--- src/rtl/mem_pkg.sv ---
// Shared definitions for the MEM-stage data-memory access unit: funct3
// encodings, controller states and the access-size helper.
package mem_pkg;

  localparam logic [2:0] LB  = 3'b000;
  localparam logic [2:0] LH  = 3'b001;
  localparam logic [2:0] LW  = 3'b010;
  localparam logic [2:0] LD  = 3'b011;
  localparam logic [2:0] LBU = 3'b100;
  localparam logic [2:0] LHU = 3'b101;
  localparam logic [2:0] LWU = 3'b110;
  localparam logic [2:0] SB  = 3'b000;
  localparam logic [2:0] SH  = 3'b001;
  localparam logic [2:0] SW  = 3'b010;
  localparam logic [2:0] SD  = 3'b011;

  typedef enum logic [1:0] {
    S_IDLE,
    S_READ,
    S_WRITE,
    S_DONE
  } mem_state_t;

  // Signed and unsigned variants share a size; 111 maps to 8 but is rejected upstream.
  function automatic logic [3:0] access_bytes(input logic [2:0] func3);
    logic [3:0] n;
    case (func3)
      3'b000, 3'b100: n = 4'd1;
      3'b001, 3'b101: n = 4'd2;
      3'b010, 3'b110: n = 4'd4;
      default:        n = 4'd8;
    endcase
    return n;
  endfunction

endpackage

--- src/rtl/byte_lane_merge.sv ---
// Combinational store merge: replaces size_i bytes of the old doubleword,
// starting at lane offset_i, with the low bytes of the store data.
module byte_lane_merge
  import mem_pkg::*;
(
  input  logic [63:0] old_dw_i,
  input  logic [63:0] store_data_i,
  input  logic [2:0]  offset_i,
  input  logic [3:0]  size_i,
  output logic [63:0] merged_o
);

  logic [63:0] shifted;
  logic [7:0]  lane_en;

  assign shifted = store_data_i << {offset_i, 3'b000};

  always_comb begin
    lane_en  = '0;
    merged_o = '0;
    for (int unsigned i = 0; i < 8; i++) begin
      lane_en[i] = (i >= 32'(offset_i)) && (i < 32'(offset_i) + 32'(size_i));
      merged_o[8*i +: 8] = lane_en[i] ? shifted[8*i +: 8] : old_dw_i[8*i +: 8];
    end
  end

endmodule

--- src/rtl/mem_access_unit.sv ---
// Multi-cycle data-memory access controller: aligned doubleword loads with
// right-justified result, sd direct write, sb/sh/sw read-modify-write.
module mem_access_unit
  import mem_pkg::*;
#(
  parameter int unsigned TIMEOUT_CYC = 255,
  parameter int unsigned ADDR_W      = 64
) (
  input  logic              clk,
  input  logic              reset,
  input  logic              start,
  input  logic              we,
  input  logic [2:0]        func3,
  input  logic [ADDR_W-1:0] addr,
  input  logic [63:0]       store_data,
  output logic              mem_req,
  output logic              mem_we,
  output logic [ADDR_W-1:0] mem_addr,
  output logic [63:0]       mem_wdata,
  input  logic              mem_ready,
  input  logic [63:0]       mem_rdata,
  output logic [63:0]       load_raw,
  output logic [2:0]        func3_out,
  output logic              busy,
  output logic              done,
  output logic              misalign,
  output logic              bus_err
);

  localparam int unsigned CW = $clog2(TIMEOUT_CYC + 1);
  localparam logic [CW-1:0] WAIT_LAST = CW'(TIMEOUT_CYC - 1);

  mem_state_t        state_q, state_d;
  logic              we_q, we_d;
  logic [2:0]        func3_q, func3_d;
  logic [ADDR_W-1:0] addr_q, addr_d;
  logic [63:0]       sdata_q, sdata_d;
  logic [63:0]       merge_q, merge_d;
  logic [63:0]       raw_q, raw_d;
  logic [2:0]        f3o_q, f3o_d;
  logic [CW-1:0]     wait_q, wait_d;
  logic              mis_q, mis_d;
  logic              err_q, err_d;

  logic [3:0]  size;
  logic [2:0]  req_lo_mask;
  logic        req_bad_f3;
  logic [63:0] merged;

  assign size        = access_bytes(func3_q);
  assign req_lo_mask = 3'(access_bytes(func3) - 4'd1);
  assign req_bad_f3  = we ? func3[2] : (func3 == 3'b111);

  byte_lane_merge u_merge (
    .old_dw_i     (merge_q),
    .store_data_i (sdata_q),
    .offset_i     (addr_q[2:0]),
    .size_i       (size),
    .merged_o     (merged)
  );

  always_comb begin
    state_d = state_q;
    we_d    = we_q;
    func3_d = func3_q;
    addr_d  = addr_q;
    sdata_d = sdata_q;
    merge_d = merge_q;
    raw_d   = raw_q;
    f3o_d   = f3o_q;
    wait_d  = wait_q;
    mis_d   = 1'b0;
    err_d   = 1'b0;
    case (state_q)
      S_IDLE: begin
        if (start) begin
          we_d    = we;
          func3_d = func3;
          addr_d  = addr;
          sdata_d = store_data;
          wait_d  = '0;
          if (req_bad_f3) begin
            err_d   = 1'b1;
            state_d = S_DONE;
          end else if (|(addr[2:0] & req_lo_mask)) begin
            mis_d   = 1'b1;
            state_d = S_DONE;
          end else if (we && func3 == SD) begin
            state_d = S_WRITE;
          end else begin
            state_d = S_READ;
          end
        end
      end
      S_READ: begin
        if (mem_ready) begin
          wait_d = '0;
          if (we_q) begin
            merge_d = mem_rdata;
            state_d = S_WRITE;
          end else begin
            raw_d   = mem_rdata >> {addr_q[2:0], 3'b000};
            f3o_d   = func3_q;
            state_d = S_DONE;
          end
        end else if (wait_q == WAIT_LAST) begin
          err_d   = 1'b1;
          state_d = S_DONE;
        end else begin
          wait_d = wait_q + 1'b1;
        end
      end
      S_WRITE: begin
        if (mem_ready) begin
          state_d = S_DONE;
        end else if (wait_q == WAIT_LAST) begin
          err_d   = 1'b1;
          state_d = S_DONE;
        end else begin
          wait_d = wait_q + 1'b1;
        end
      end
      default: state_d = S_IDLE;
    endcase
  end

  always_ff @(posedge clk) begin
    if (reset) begin
      state_q <= S_IDLE;
      we_q    <= 1'b0;
      func3_q <= '0;
      addr_q  <= '0;
      sdata_q <= '0;
      merge_q <= '0;
      raw_q   <= '0;
      f3o_q   <= '0;
      wait_q  <= '0;
      mis_q   <= 1'b0;
      err_q   <= 1'b0;
    end else begin
      state_q <= state_d;
      we_q    <= we_d;
      func3_q <= func3_d;
      addr_q  <= addr_d;
      sdata_q <= sdata_d;
      merge_q <= merge_d;
      raw_q   <= raw_d;
      f3o_q   <= f3o_d;
      wait_q  <= wait_d;
      mis_q   <= mis_d;
      err_q   <= err_d;
    end
  end

  assign mem_req   = (state_q == S_READ) || (state_q == S_WRITE);
  assign mem_we    = (state_q == S_WRITE);
  assign mem_addr  = {addr_q[ADDR_W-1:3], 3'b000};
  assign mem_wdata = mem_we ? merged : '0;
  assign load_raw  = raw_q;
  assign func3_out = f3o_q;
  assign busy      = (state_q != S_IDLE);
  assign done      = (state_q == S_DONE);
  assign misalign  = mis_q;
  assign bus_err   = err_q;

endmodule

--- config.mk ---
export PLATFORM = sky130hd
export DESIGN_NAME = mem_access_unit
export DESIGN_NICKNAME = d
export VERILOG_FILES = /design/src/rtl/mem_pkg.sv /design/src/rtl/byte_lane_merge.sv /design/src/rtl/mem_access_unit.sv
export SDC_FILE = /design/constraint.sdc
export NUM_CORES = 1
export LEC_CHECK = 0
export CAP_MARGIN = 10
export CORE_MARGIN = 3
export CORE_UTILIZATION = 50
export DETAILED_ROUTE_END_ITERATION = 7
export HOLD_SLACK_MARGIN = 0.03
export PLACE_DENSITY_LB_ADDON = 0.1
export SYNTH_ARGS = -nofsm -noshare
export SYNTH_HDL_FRONTEND = slang
export SYNTH_SLANG_ARGS = --single-unit
--- constraint.sdc ---
create_clock -name clk -period 10.25 [get_ports clk]
set_clock_uncertainty 0.15 [all_clocks]
set_input_delay 2.05 -clock clk [delete_from_list [all_inputs] [get_ports clk]]
set_output_delay 2.05 -clock clk [all_outputs]
set_load 0.05 [all_outputs]
==> flow_summary.yaml <==
clock_network:
  cts-root-buf: "clkbuf_16"
  postCtsSetupRepairBufs: 0
  ctsResizeCount: 0
  htreeDepth: 1
  cts_sinks: 275
  cts_hold_buf: 0
  clockBufferDepth: 3
  cts_tree: "built"
  clkTransAtPathRegs_ns: 0.06
  cts_made_buffers: 29
  clk-insertion-delay-late_ns: 0.56
synthesis:
  synth_xor_xnor_area_share_pct: 0.0587
  netlist_top_cells_count: "nand2_1, dfxtp_1, a21oi_1"
  yosys.area.top_type: "dfxtp_1"
  ys_seq_elements: 275
  syn-instance-count: 1877
  async_flop_share_pct: 0
  synth_flop_cell: "dfxtp_1"
  synthAdderAreaFrac_pct: 0.973
  yosys.area_share.simple_pct: 18.8
  ys.warnings.count: 0
  synth_edf_count: 0
  syn-cell-area_um2: 14900
  syn_area_per_cell_um2: 7.95
  synthMuxAreaShare_pct: 16.1
  synth.area.top_cells: "dfxtp_1, nand2_1, mux2i_1"
  synth_compound_area_share_pct: 18.8
  netlist.area_leader.share_pct: 36.9
  yosysSeqAreaShare_pct: 36.9
  yosysMostFrequentCell: "nand2_1"
  synth_cell_types: 67
  synth_top_family_by_area: "compound AO/OA/AOI/OAI gates"
global_routing:
  grt_pass1_vias: 14200
  grt_pass1_wl_um: 83500
  grt_overflow: 0
  antenna_found_initial: 0
  grt_max_degree: 106
  grt_usage_pct: 33.6
timing:
  fmax_mhz: 147
  tightestPinTransition_ns: 1.25
  finalCritPeriodShare_pct: 66.3
  tns_ns: 0
  slew_violations: 0
  hold_ws_ns: 0.301
  rsz0062_at_grt: "false"
  finalCriticalPeriod_ns: 6.79
  finalHoldViolCount: 0
  setup_violations: 0
  timing.final.ws_setup_ns: 3.46
  relSlewSlack_pct: 16.8
routing:
  wirelength_um: 55900
  post-route-drc-count: 0
  met3_length_um: 6190
  met1_length_um: 22200
  drt-initial-drc-count: 1580
  wl_met2_um: 25600
  routedWlPerCell_um: 22.4
  first_pass_iters: 5
  vias: 14900
  drtAntennaViolNets: 0
  top_layer: "met4"
  viasPerCell: 5.95
setup_path:
  startpoint_type: "register"
  worstPathArrival_ns: 4.59
  worstPathMaxFanout: 30
  crit_type: "register to primary output"
  endpoint_kind: "primary output"
  worstPathRequired_ns: 8.05
die:
  rows: 62
  core-area_um2: 29000
  chipWidth_um: 179
  initial_core_util_pct: 51.4
  dieArea_um2: 31900
  die_h_um: 179
  io_pins: 401
hold_path:
  min_path_type: "register to register"
placed_design:
  dpl.hpwl_um: 40300
  numPortBuffers: 397
  gp_congestion: 0.961
  pre_cts_ws_ns: 4.04
  postPlaceCellArea_um2: 18400
  dp.cells: 2452
layout:
  n_antenna_cell: 0
  drive_above_1_share_pct: 5.67
  area_growth_pct: 29.3
  final_nets: 2310
  final_util_pct: 66.4
  final_area_um2: 19300
  fin_cells: 2501
power_and_ir_drop:
  ir_worst_vdd_uv: 155
  total_power_mw: 4.25
  power_density_nw_per_um2: 220
  leakage_nw: 6.64
run:
  cap_viol_max_count: 0
outcome:
  status: "finished, final reports clean"
## report_power, final
| part | switching [mW] | internal [mW] | total (mW) | leakage (nW) |
|---|---|---|---|---|
| clock network | 0.435 | 0.601 | 1.04 | 0.463 |
| logic | 1.21 | 0.628 | 1.84 | 3.93 |
| registers | 0.149 | 1.22 | 1.37 | 2.24 |
| total | 1.79 | 2.45 | 4.25 | 6.64 |
## worst max-delay path, stage by stage, from the launching register on
cell             delay (ns)
dfxtp_4                0.64
ha_1                   0.29
inv_1                  0.07
fa_1                   0.42
nand4_1                0.14
a2bb2oi_2              0.51
o31a_1                 0.69
mux2i_1                0.35
clkdlybuf4s50_1        0.90
## final cells by class
class                           count  area (um^2)
Fill cell                        2526         9740
Multi-Input combinational cell   1366         8200
Sequential cell                   275         5510
Timing Repair Buffer              415         4110
Clock buffer                       38          810
Tap cell                          384          480
Clock inverter                     11          113
Inverter                           12         45.0
## path summary, 6_finish.rpt
check | from | end | slack, ns | cells past startpoint
hold / removal | addr_q[42] | addr_q[42] | 0.30 | 2
hold reg to reg | addr_q[42] | addr_q[42] | 0.30 | 2
setup reg to reg | addr_q[1] | load_raw[24] | 7.14 | 5
setup / recovery | addr_q[0] | mem_wdata[53] | 3.46 | 8
## cells by family after synthesis
logic type | count (synthesis)
flip-flops | 275
AND/OR/NAND/NOR | 690
AO/OA/AOI/OAI | 452
buffers and inverters | 238
XOR/XNOR | 1
other | 1
multiplexers | 209
adder cells (fa/ha/maj) | 11
## sequential cells by signal, indices dropped and copies added (netlist names)
name and flops:
sdata_q 64, bus_err 1, state_q 2, load_raw 64, we_q 1, func3_q 3
misalign 1, wait_q 8, merge_q 64, func3_out 3, addr_q 64
## placed cells by master (no fill, tap or decap), types with 24 or more instances in the layout
cell             count
o2bb2ai_1           25
nor3_1              43
clkbuf_16           29
a21oi_1            265
a22oi_1             29
nor2_1              80
o21ai_0             38
dfxtp_1            272
clkdlybuf4s50_1    396
mux2i_1            175
nand2_1            502
mux4_2              24
## layer usage
| metal | vias to the layer above | GRT usage, % |
|---|---|---|
| met4 | 0 | 11.2 |
| met2 | 843 | 54.6 |
| met3 | 119 | 8.26 |
| li1 | 6902 | - |
| met5 | - | 0 |
| met1 | 7013 | 43.8 |
Note: power is estimated with default switching activity, not from simulation.
